<file path="src/rtl/juggle_pkg.sv">
// juggle_pkg: shared types for the siteswap decoder (throw record, lane and FSM states)
package juggle_pkg;
    localparam int MAX_BALLS = 7;
    typedef struct packed {
        logic [2:0] value;
        logic [2:0] ball;
    } throw_t;
    typedef enum logic {HELD, AIR} lane_e;
    typedef enum logic [1:0] {IDLE, ARM, RUN} dec_state_e;
    function automatic logic [2:0] clamp_value(input logic [15:0] d);
        return (d > 16'd7) ? 3'd7 : d[2:0];
    endfunction
endpackage

</file>
<file path="src/rtl/siteswap_decoder_if.sv">
// siteswap_decoder_if: decoded-throw output handshake (valid/ready plus throw fields)
interface siteswap_decoder_if;
    logic       throw_valid_out;
    logic       throw_ready_in;
    logic [2:0] throw_value_out;
    logic [2:0] throw_ball_out;
    modport master(output throw_valid_out, throw_value_out, throw_ball_out, input throw_ready_in);
    modport slave(input throw_valid_out, throw_value_out, throw_ball_out, output throw_ready_in);
endinterface

</file>
<file path="src/rtl/throw_fifo.sv">
// throw_fifo: synchronous valid/ready queue of throw records; drops writes into a full, non-popping queue
module throw_fifo import juggle_pkg::*; #(
    parameter int DEPTH = 8
) (
    input  logic   clk_in,
    input  logic   rst_in,
    input  logic   wr_en,
    input  throw_t wr_data,
    output logic   rd_valid,
    input  logic   rd_ready,
    output throw_t rd_data,
    output logic   overflow
);
    localparam int AW = (DEPTH > 1) ? $clog2(DEPTH) : 1;
    throw_t mem [DEPTH];
    logic [AW-1:0] wr_ptr, rd_ptr;
    logic [AW:0] count;
    logic pop, push, full;
    assign pop = rd_valid && rd_ready;
    assign full = count == (AW+1)'(DEPTH);
    assign push = wr_en && (!full || pop);
    assign overflow = wr_en && full && !pop;
    assign rd_valid = count != '0;
    assign rd_data = rd_valid ? mem[rd_ptr] : '0;
    always_ff @(posedge clk_in or negedge rst_in)
        if (!rst_in) begin
            wr_ptr <= '0;
            rd_ptr <= '0;
            count <= '0;
        end else begin
            if (push) wr_ptr <= (wr_ptr == AW'(DEPTH - 1)) ? '0 : wr_ptr + 1'b1;
            if (pop) rd_ptr <= (rd_ptr == AW'(DEPTH - 1)) ? '0 : rd_ptr + 1'b1;
            count <= count + (AW+1)'(push) - (AW+1)'(pop);
        end
    always_ff @(posedge clk_in)
        if (push) mem[wr_ptr] <= wr_data;
endmodule

</file>
<file path="src/rtl/siteswap_decoder.sv">
// siteswap_decoder: turns per-ball y trajectories into siteswap throw values.
// SITESWAP_DECODER_FIFO_EN selects a FIFO_DEPTH queue; otherwise a single output register.
module siteswap_decoder import juggle_pkg::*; #(
    parameter int N_BALLS    = 7,
    parameter int HYST       = 4,
    parameter int FIFO_DEPTH = 8
) (
    input  logic                     clk_in,
    input  logic                     rst_in,
    input  logic [N_BALLS-1:0][10:0] traj_x_in,
    input  logic [N_BALLS-1:0][9:0]  traj_y_in,
    input  logic                     traj_valid_in,
    input  logic [2:0]               num_balls,
    input  logic [9:0]               hand_y_in,
    input  logic [15:0]              samples_per_beat,
    siteswap_decoder_if.master       tif,
    output logic                     overflow_out,
    output logic                     range_err_out,
    output logic                     overrun_out
);
    dec_state_e state, state_nx;
    lane_e lane_st [N_BALLS];
    logic [15:0] last_beat [N_BALLS];
    logic [15:0] diff [N_BALLS];
    logic [2:0] pend_val [N_BALLS];
    logic [N_BALLS-1:0] active, rise, fall, evt, emit, bad, logged, pend;
    logic [15:0] sample_cnt, beat_idx;
    logic [2:0] sel;
    logic run_mode, accept, wr_en, ovf, unused_x;
    throw_t wr_rec, out_rec;
    assign unused_x = ^traj_x_in;
    always_ff @(posedge clk_in or negedge rst_in)
        if (!rst_in) state <= IDLE;
        else state <= state_nx;
    always_comb
        state_nx = (state == IDLE) ? (traj_valid_in ? ARM : IDLE) :
                   (state == ARM) ? (((logged & active) == active) ? RUN : ARM) : RUN;
    always_comb run_mode = state == RUN;
    always_comb begin
        sel = '0;
        for (int l = N_BALLS - 1; l >= 0; l--) if (pend[l]) sel = 3'(l);
        for (int l = 0; l < N_BALLS; l++) begin
            active[l] = 3'(l) < num_balls;
            rise[l] = traj_valid_in && active[l] && lane_st[l] == HELD &&
                      (11'(traj_y_in[l]) + 11'(HYST) < 11'(hand_y_in));
            fall[l] = traj_valid_in && active[l] && lane_st[l] == AIR && traj_y_in[l] >= hand_y_in;
            diff[l] = beat_idx - last_beat[l];
            bad[l] = diff[l] == 16'd0 || diff[l] > 16'd7;
        end
        // a strobe arriving while throws are still being serialized loses its events
        accept = traj_valid_in && pend == '0;
        evt = accept ? rise : '0;
        emit = evt & (logged | {N_BALLS{run_mode}});
    end
    always_ff @(posedge clk_in or negedge rst_in)
        if (!rst_in) begin
            for (int l = 0; l < N_BALLS; l++) begin
                lane_st[l] <= HELD;
                last_beat[l] <= '0;
                pend_val[l] <= '0;
            end
            logged <= '0;
            pend <= '0;
            sample_cnt <= '0;
            beat_idx <= '0;
            wr_en <= 1'b0;
            wr_rec <= '0;
            overflow_out <= 1'b0;
            range_err_out <= 1'b0;
            overrun_out <= 1'b0;
        end else begin
            for (int l = 0; l < N_BALLS; l++) begin
                if (rise[l]) lane_st[l] <= AIR;
                else if (fall[l]) lane_st[l] <= HELD;
                if (evt[l]) begin
                    last_beat[l] <= beat_idx;
                    logged[l] <= 1'b1;
                    pend_val[l] <= clamp_value(diff[l]);
                end
            end
            if (traj_valid_in) begin
                sample_cnt <= (sample_cnt + 16'd1 == samples_per_beat) ? '0 : sample_cnt + 16'd1;
                if (sample_cnt + 16'd1 == samples_per_beat) beat_idx <= beat_idx + 16'd1;
            end
            pend <= (pend & ~(N_BALLS'(1) << sel)) | emit;
            wr_en <= |pend;
            wr_rec <= '{value: pend_val[sel], ball: sel};
            overflow_out <= overflow_out | ovf;
            range_err_out <= range_err_out | |(emit & bad);
            overrun_out <= overrun_out | (traj_valid_in && pend != '0);
        end
`ifdef SITESWAP_DECODER_FIFO_EN
    throw_fifo #(.DEPTH(FIFO_DEPTH)) u_fifo (
        .clk_in(clk_in),
        .rst_in(rst_in),
        .wr_en(wr_en),
        .wr_data(wr_rec),
        .rd_valid(tif.throw_valid_out),
        .rd_ready(tif.throw_ready_in),
        .rd_data(out_rec),
        .overflow(ovf)
    );
`else
    localparam int unused_depth = FIFO_DEPTH;
    logic occ, pop;
    throw_t hold;
    assign pop = occ && tif.throw_ready_in;
    assign ovf = wr_en && occ && !pop;
    assign out_rec = occ ? hold : '0;
    assign tif.throw_valid_out = occ;
    always_ff @(posedge clk_in or negedge rst_in)
        if (!rst_in) begin
            occ <= 1'b0;
            hold <= '0;
        end else if (wr_en && (!occ || pop)) begin
            occ <= 1'b1;
            hold <= wr_rec;
        end else if (pop) occ <= 1'b0;
`endif
    assign tif.throw_value_out = out_rec.value;
    assign tif.throw_ball_out = out_rec.ball;
endmodule

</file>
<file path="src/flat_wrapper.sv">
// flat-port wrapper written by rule: the top's interface ports become plain ports
module siteswap_decoder_flat import juggle_pkg::*;
#(
    parameter int N_BALLS    = 7,
    parameter int HYST       = 4,
    parameter int FIFO_DEPTH = 8
)
  (clk_in, rst_in, traj_x_in, traj_y_in, traj_valid_in, num_balls, hand_y_in, samples_per_beat, overflow_out, range_err_out, overrun_out, tif_throw_valid_out, tif_throw_value_out, tif_throw_ball_out, tif_throw_ready_in);
  siteswap_decoder_if tif_i ();
  input  logic clk_in;
  input  logic rst_in;
  input  logic [N_BALLS-1:0][10:0] traj_x_in;
  input  logic [N_BALLS-1:0][9:0] traj_y_in;
  input  logic traj_valid_in;
  input  logic [2:0] num_balls;
  input  logic [9:0] hand_y_in;
  input  logic [15:0] samples_per_beat;
  output logic overflow_out;
  output logic range_err_out;
  output logic overrun_out;
  output wire logic [$bits(tif_i.throw_valid_out)-1:0] tif_throw_valid_out;
  output wire logic [$bits(tif_i.throw_value_out)-1:0] tif_throw_value_out;
  output wire logic [$bits(tif_i.throw_ball_out)-1:0] tif_throw_ball_out;
  input wire logic [$bits(tif_i.throw_ready_in)-1:0] tif_throw_ready_in;
  assign tif_throw_valid_out = tif_i.throw_valid_out;
  assign tif_throw_value_out = tif_i.throw_value_out;
  assign tif_throw_ball_out = tif_i.throw_ball_out;
  assign tif_i.throw_ready_in = tif_throw_ready_in;
  siteswap_decoder #(.N_BALLS(N_BALLS), .HYST(HYST), .FIFO_DEPTH(FIFO_DEPTH)) u_core (.clk_in(clk_in), .rst_in(rst_in), .traj_x_in(traj_x_in), .traj_y_in(traj_y_in), .traj_valid_in(traj_valid_in), .num_balls(num_balls), .hand_y_in(hand_y_in), .samples_per_beat(samples_per_beat), .tif(tif_i), .overflow_out(overflow_out), .range_err_out(range_err_out), .overrun_out(overrun_out));
endmodule
</file>
<file path="config.mk">
export PLATFORM = sky130hd
export DESIGN_NAME = siteswap_decoder_flat
export DESIGN_NICKNAME = d
export VERILOG_FILES = /design/src/rtl/juggle_pkg.sv /design/src/rtl/siteswap_decoder_if.sv /design/src/rtl/throw_fifo.sv /design/src/rtl/siteswap_decoder.sv /design/src/flat_wrapper.sv
export SDC_FILE = /design/constraint.sdc
export NUM_CORES = 1
export LEC_CHECK = 0
export BUFFER_PORTS_ARGS = -buffer_cell sky130_fd_sc_hd__buf_2
export CORE_AREA = 4 4 194 196
export CTS_CLUSTER_DIAMETER = 150
export DETAILED_ROUTE_END_ITERATION = 12
export DIE_AREA = 0 0 198 200
export PLACE_DENSITY_LB_ADDON = 0.25
export SYNTH_ARGS = -nofsm -noshare
export SYNTH_HDL_FRONTEND = slang
export SYNTH_SLANG_ARGS = --single-unit
</file>
<file path="constraint.sdc">
create_clock -name clk_in -period 4.74 [get_ports clk_in]
set_input_delay 0.711 -clock clk_in [delete_from_list [all_inputs] [get_ports clk_in]]
set_output_delay 0.711 -clock clk_in [all_outputs]
set_load 0.1 [all_outputs]
</file>
==> summary.md, run 1 <==
| Metric | Value |
|---|---|
| Post-Syn Nets | 2545 |
| Worst-path fanout max | 8 |
| Cell Pwr Density | 461 nW/um2 |
| CP Cell Sequence | inv_1, buf_4, ha_1, fa_1, nand2b_1, a21oi_1, o22ai_1, xnor2_1, a2111oi_0, nand4_1, nor4_1, nand2_1, a31oi_1, or4b_1 |
| Top-count cell post-synth | ha_1 |
| I/O Buffers | about 110 |
| Initial antenna violation count | 3 |
| Max Freq | between 0.2 and 0.25 GHz |
| Setup violations, final | 0 |
| Via/cell ratio | 5.64 |
| Top post-synthesis cells by count | ha_1, nand2_1, dfrtp_1 |
| Tightest Hold Check Type | in -> async |
| Grt total ovfl | 0 |
| Synth warnings | 0 |
| Slew margin rel. | 0.339 |
| Synth top area cells | dfrtp_1, ha_1, o21ai_0 |
| Worst flop-to-flop path startpoint | u_core.beat_idx[0] |
| Drt drc | 0 |
| Die extent in x | 198 um |
| CP arrival | around 4.7 ns |
| Post-layout util | 0.552 |
| Setup TNS | 0 ns |
| Top-area cell type share of the netlist area | 0.289 |
| FF-to-FF path depth | 14 |
| Share of post-route cells with drive strength above 1 | 0.115 |
| Reg area | 5130 um2 |
| FF-to-FF setup slack | roughly 0.47 ns |
| TritonCTS clock tree | done |
| Clock root cell | clkbuf_16 |
| Combinational fraction of design power | 0.492 |
| Seq cells post-synth | ~210 |
| Post-CTS Setup Inserts | 0 |
| Die Ht | around 200 um |
| Worst setup SP type | flip-flop |
| Num CTS Buffers | 25 |
| Reg power frac | 0.294 |
| Multi-input gate area | ~12000 um2 |
| Fillers | 3355 |
| Count of cell types in the netlist | 80 |
| Number of global-route vias before repair | between 15k and 20k |
| CORE AREA | ~36000 um2 |
| Leakage | between 0.009 and 0.01 uW |
| NumNets Final | between 2k and 3k |
| Type of element capturing the critical path | flip-flop |
| Via Count | 15.4k |
| Routed WL | roughly 44000 um |
| Post-synth EDFFs | 0 |
| Max VDD drop | 280 uV |
| Largest net degree at the start of global routing | 128 |
| DRC violation total after the first TritonRoute iteration | around 700 |
| Setup Skew | ~0.0091 ns |
| Reg2reg end | u_core.range_err_out |
| Hold violation count in the final report | 0 |
| Outcome | completed |
| Syn_area_per_cell | between 8 and 9 um2 |
| Mapped Cells | roughly 2.1k |
| Routed WL per cell | 16.1 um |
| Final Max Tran Viols | 0 |
| RSZ-0062 raised after global routing | false |
| Min cycle time layout | between 4 and 5 ns |
| Area grow syn2layout | 12.4% |
| WS Path Type | reg -> reg |
| Critical path data required time | between 5 and 6 ns |
| Final GP Congestion | about 0.88 |
| Ports | between 150 and 200 |
| Worst-Margin Slew | ~0.99 ns |
| Sw power | ~3800 uW |
| Asr flop ratio synth | 1.00 |
| Top_reg_cell synth | dfrtp_1 |
| Initial DRT Pass Iterations | 7 |
| FP Rows | 70 |
| H-tree depth | 1 |
| Clock share of power | 0.214 |
| Initial core utilization | 0.491 |
| Skew-Pair Late Insertion Delay | around 0.52 ns |
| Period utilization | 0.902 |
| MaxCap Viol Count | 0 |
| Clk slew on worst S/H paths | ~0.06 ns |
| Worst Hold Slack | between 0.3 and 0.4 ns |
| Post-route ant nets | 0 |
| Post-synth top area cell | dfrtp_1 |
| First-pass GRT wire length | 74000 um |
| Crit-path max cell delay | around 0.81 ns |
| Hold-fix buffers, CTS | 0 |
| Post-CTS sizing | 0 |
| Switching part of the total | 0.414 |
| Total power | 9180 uW |
| Dpl ws | 0.574 ns |
| DP HPWL | 34100 um |
| Seq/Total Area, Yosys | 0.289 |
| Synthesized area | roughly 18000 um2 |
| Clock tree buffer depth | 3 |
| Clock sinks | roughly 210 |
| Pint | approximately 5400 uW |
| Die area | between 30000 and 40000 um2 |
| Worst setup margin | between 0.4 and 0.5 ns |
| Overall Global Routing Usage | 0.223 |
| Crit-path slowest cell | nor4_1 |
## per-layer routing
layer	GRT usage	up-vias	wire length, um
met5	0	-	20
met4	0.0678	4	1430
met3	0.0324	73	2010
met2	0.377	322	20200
met1	0.299	7208	20400
li1	-	7818	-
## stage by stage
stage	cells	cell area, um2
2_1_floorplan	2118	17700
3_3_place_gp	2690	19100
3_5_place_dp	2690	19100
4_1_cts	2735	19900
5_1_grt	2736	19900
6_report	2736	19900
## worst max path at each step
stage	from	end	slack, ns	cells after the start
2_1_floorplan	u_core.beat_idx[1]	u_core.range_err_out	0.41	13
3_3_place_gp	u_core.beat_idx[0]	u_core.range_err_out	0.68	13
6_report	u_core.beat_idx[0]	u_core.range_err_out	0.47	14
5_1_grt	u_core.beat_idx[2]	u_core.range_err_out	0.29	11
4_1_cts	u_core.beat_idx[0]	u_core.range_err_out	0.58	14
3_5_place_dp	u_core.beat_idx[0]	u_core.range_err_out	0.57	14
## power groups by stage
stage	clock network (uW)	logic [uW]	registers, uW
2_1_floorplan	0	3520	2630
3_3_place_gp	0	4380	2710
3_5_place_dp	0	4480	2720
4_1_cts	2010	4510	2700
5_1_grt	2080	5100	2780
6_report	1960	4520	2700
## state kept, by name, indices dropped and copies added (netlist names), 6 cells and up
name / count
u_core.beat_idx: 16
u_core.hold: 6
u_core.lane_st: 7
u_core.last_beat: 112
u_core.logged: 7
u_core.pend: 7
u_core.pend_val: 21
u_core.sample_cnt: 16
u_core.wr_rec: 6
## cells in the final DEF (no fill, tap or decap), drive strengths merged, types with 18 or more instances in the layout
master,synthesis,routed
ha,240,240
nand2,210,210
dfrtp,205,205
o21ai,202,202
inv,166,167
buf,4,164
nor2,146,146
a21oi,131,131
xnor2,76,76
nand3,75,75
xor2,50,50
nand2b,42,42
nor2b,38,38
mux2,37,37
o21a,35,35
nor3,34,34
a21o,32,32
clkbuf,56,29
nand4,28,28
a31oi,27,27
a211oi,25,25
and3,24,24
mux2i,22,22
o31ai,20,20
and2,18,18
## area by class of cell
class,instances,area share
well taps,468,0.0294
clock buffers,29,0.0322
inverters,166,0.0313
clock inverters,16,0.00986
repair buffers,164,0.0482
multi-input cells,1687,0.591
diodes,1,0.000126
flip-flops and latches,205,0.257
## critical path, delay by kind of cell, from the launching register on
| kind | cells | cell delay [ns] |
|---|---|---|
| AOI/OAI and AO/OA | 4 | 1.04 |
| xor gates and xnor gates | 1 | 0.14 |
| adders and majority gates | 2 | 0.65 |
| buffers and inverters | 2 | 0.24 |
| DFF | 1 | 0.35 |
| and+or+nand+nor | 5 | 1.74 |
## cells by family (layout without fill, tap and decap cells)
| group | count (synthesis) | after routing | synth area share |
|---|---|---|---|
| simple gates | 677 | 677 | 0.186 |
| flops | 205 | 205 | 0.289 |
| xor+xnor | 126 | 126 | 0.0623 |
| mux | 59 | 59 | 0.0359 |
| other cells | 0 | 1 | 0 |
| fa+ha+maj | 247 | 247 | 0.177 |
| compound gates | 578 | 578 | 0.201 |
| buf+inv | 226 | 375 | 0.0484 |
Power figures use the tool's default switching activity.
==> run 2, diff against run 1 <==
- ABC_AREA: not set -> 1
- CORE_AREA: 4 4 194 196 -> 4 4 206 208
- DIE_AREA: 0 0 198 200 -> 0 0 210 212
==> run 2 against run 1 <==
Against the previous run:
- final area is 11% higher
- largest power group unchanged
- count of clock-buffer cells in the layout increased by 4
- critical path depth grew 5
- routed wire length rose by 28%
- fmax increased by 20%
- worst setup slack gained 0.71 ns
- sequential cell count unchanged
==> summary.md, run 2 <==
| Metric | Value |
|---|---|
| Synth top area cells | dfrtp_1, nand2_1, ha_1 |
| Drt drc | 0 |
| Count of cell types in the netlist | 48 |
| Routed WL per cell | ~15 um |
| Dpl ws | between 1 and 1.5 ns |
| Post-synth EDFFs | 0 |
| Seq/Total Area, Yosys | 0.256 |
| RSZ-0062 raised after global routing | false |
| I/O Buffers | between 100 and 150 |
| Mapped Cells | just over 3k |
| Most frequent cells in the layout | nand2_1, inv_1, nor2_1 |
| Worst-path fanout max | 16 |
| Hold violation count in the final report | 0 |
| Tightest Hold Check Type | in -> async |
| Die extent in x | between 200 and 250 um |
| Post-CTS Setup Inserts | 0 |
| FP Rows | 74 |
| Max VDD drop | 331 uV |
| Setup Skew | roughly 0.022 ns |
| Final Max Tran Viols | 0 |
| Critical path data required time | 5.16 ns |
| Clk slew on worst S/H paths | about 0.060 ns |
| Slew margin rel. | 0.221 |
| Syn_area_per_cell | roughly 6.5 um2 |
| Worst setup margin | ~1.2 ns |
| Worst setup SP type | flip-flop |
| Top-area cell type share of the netlist area | 0.256 |
| Routed WL | approximately 56000 um |
| Top post-synthesis cells by count | nand2_1, inv_1, nor2_1 |
| Top_reg_cell synth | dfrtp_1 |
| Seq cells post-synth | around 200 |
| Post-route ant nets | 0 |
| Period utilization | 0.752 |
| Num CTS Buffers | 25 |
| Cell Pwr Density | roughly 390 nW/um2 |
| Min cycle time layout | about 3.6 ns |
| Crit-path slowest cell | clkinv_1 |
| Max Freq | approximately 0.28 GHz |
| Most used cell, CP | nand2_1 |
| Clock tree buffer depth | 3 |
| WS Path Type | reg -> reg |
| Met2 routed WL | roughly 26000 um |
| Number of global-route vias before repair | 19.1k |
| Post-synth top area cell | dfrtp_1 |
| Area grow syn2layout | 10.3% |
| Via Count | around 20k |
| Type of element capturing the critical path | flip-flop |
| Synth warnings | 0 |
| Top-count cell post-synth | nand2_1 |
| Top Registers | u_core.last_beat (112), u_core.pend_val (21) |
| Leakage | between 0.01 and 0.015 uW |
| Skew-Pair Late Insertion Delay | 0.54 ns |
| DP HPWL | around 43000 um |
| Max reg flops | roughly 110 |
| CORE AREA | about 40000 um2 |
| H-tree depth | 1 |
| Initial antenna violation count | 6 |
| Ports | 190 |
| Clock root cell | clkbuf_16 |
| CP Cell Sequence | clkinv_1, ha_1, fa_1, inv_1, nand3_1, nand3_1, nand2_1, nand2_1, nand2_1, nand2_1, nand2_1, nand2_1, nand2_1, nor2_1, nand4_1, nand2_1, nand2_1, inv_1, nand3_1 |
| Grt total ovfl | 0 |
| DRC violation total after the first TritonRoute iteration | ~1.2k |
| Share of post-route cells with drive strength above 1 | 0.0664 |
| DR top layer | met4 |
| Synthesized area | 20100 um2 |
| Cell family contributing the most delay on the critical path | simple AND/OR/NAND/NOR gates |
| Setup violations, final | 0 |
| NumNets Final | ~3.6k |
| Commonest non-fill, non-tap cell in the layout | nand2_1 |
| TritonCTS clock tree | done |
| Metal3 WL | roughly 2900 um |
| MaxCap Viol Count | 0 |
| CP arrival | ~4 ns |
| Die Ht | around 210 um |
| Via/cell ratio | about 5.3 |
| Overall Global Routing Usage | 0.250 |
| Setup TNS | 0 ns |
| Largest register by flop count | u_core.last_beat |
| Clock sinks | 205 |
| Asr flop ratio synth | 1.00 |
| Outcome | completed |
| Largest net degree at the start of global routing | 110 |
| First-pass GRT wire length | 92800 um |
| Initial core utilization | 0.495 |
| Post-CTS sizing | 0 |
| Metal1 wirelength | between 20000 and 30000 um |
| Die area | ~45000 um2 |
| CP Buf/Inv Count | 3 |
| Final GP Congestion | between 0.9 and 1 |
| Hold-fix buffers, CTS | 0 |
| Crit-path max cell delay | 0.57 ns |
| Initial DRT Pass Iterations | 6 |
| Post-Syn Nets | ~3.5k |
| Worst-Margin Slew | approximately 1.2 ns |
run 2: cell count changes in the layout (fill, tap and decap cells not counted), sizes merged, moves of 35 or more:
cell and delta:
nand2 +780, nand3 +107, o21a -35, nand2b -42, xnor2 -41, inv +388, nor2 +105, nor2b -38
nand4 +37
run 2: path summary, 6_finish.rpt:
kind	start	end	slack [ns]	cells after the start
max	u_core.beat_idx[0]	u_core.range_err_out	1.17	19
min	rst_in	u_core.last_beat[59]	0.20	1
max reg2reg	u_core.beat_idx[0]	u_core.range_err_out	1.17	19
min reg2reg	u_core.wr_rec[1]	u_core.hold[1]	0.48	1
max in group asynchronous	rst_in	u_core.last_beat[69]	3.45	2
min in group clk_in	u_core.wr_rec[1]	u_core.hold[1]	0.48	1
run 2: layout make-up:
| cell class | count | area [um2] |
|---|---|---|
| diodes | 6 | 15.0 |
| clock inverters | 11 | 164 |
| clock buffers | 33 | 686 |
| multi-input cells | 2286 | 12600 |
| inverters | 558 | 2090 |
| repair buffers | 132 | 721 |
| fillers | 4028 | 18400 |
| flip-flops and latches | 205 | 5130 |
| well taps | 532 | 666 |
run 2: logic make-up (layout without fill, tap and decap cells):
family / Yosys count / in the layout / synth area share
AND/OR/NAND/NOR: 1597 / 1597 / 0.336
buffers and inverters: 603 / 734 / 0.114
AO/OA/AOI/OAI: 337 / 337 / 0.0905
adder cells (fa/ha/maj): 247 / 247 / 0.157
flip-flops: 205 / 205 / 0.256
XOR/XNOR: 99 / 99 / 0.0436
multiplexers: 6 / 6 / 0.00337
other: 0 / 6 / 0
run 2: where the power goes:
| group | leakage [uW] | internal [uW] | switching, uW |
|---|---|---|---|
| registers | 0.00259 | 2210 | 259 |
| clock network | 0.000413 | 1230 | 762 |
| logic | 0.00928 | 1420 | 2690 |
run 2: through the flow:
| step | util | hold slack, ns | cell area, um2 | cells | total power (uW) |
|---|---|---|---|---|---|
| 6_report | 0.545 | 0.199 | 22100 | 3763 | 8570 |
| 5_1_grt | 0.545 | 0.288 | 22100 | 3763 | 9330 |
| 4_1_cts | 0.545 | 0.260 | 22100 | 3757 | 8580 |
| 3_5_place_dp | 0.524 | 0.467 | 21300 | 3713 | 6550 |
| 3_3_place_gp | 0.524 | 0.461 | 21300 | 3713 | 6420 |
| 2_1_floorplan | - | 0.415 | 20100 | 3094 | 5560 |
run 2: layer usage:
metal | GRT usage | vias to the layer above
met5 | 0 | -
met4 | 0.0812 | 0
met3 | 0.0241 | 117
met2 | 0.431 | 540
met1 | 0.334 | 9128
li1 | - | 10000
run 2: worst register-to-register path, delay by kind of cell (launching register included):
family                     cells  cell delay (ns)
adders and majority gates      2             0.94
buffers and inverters          3             0.73
DFF                            1             0.44
and+or+nand+nor               14             1.38
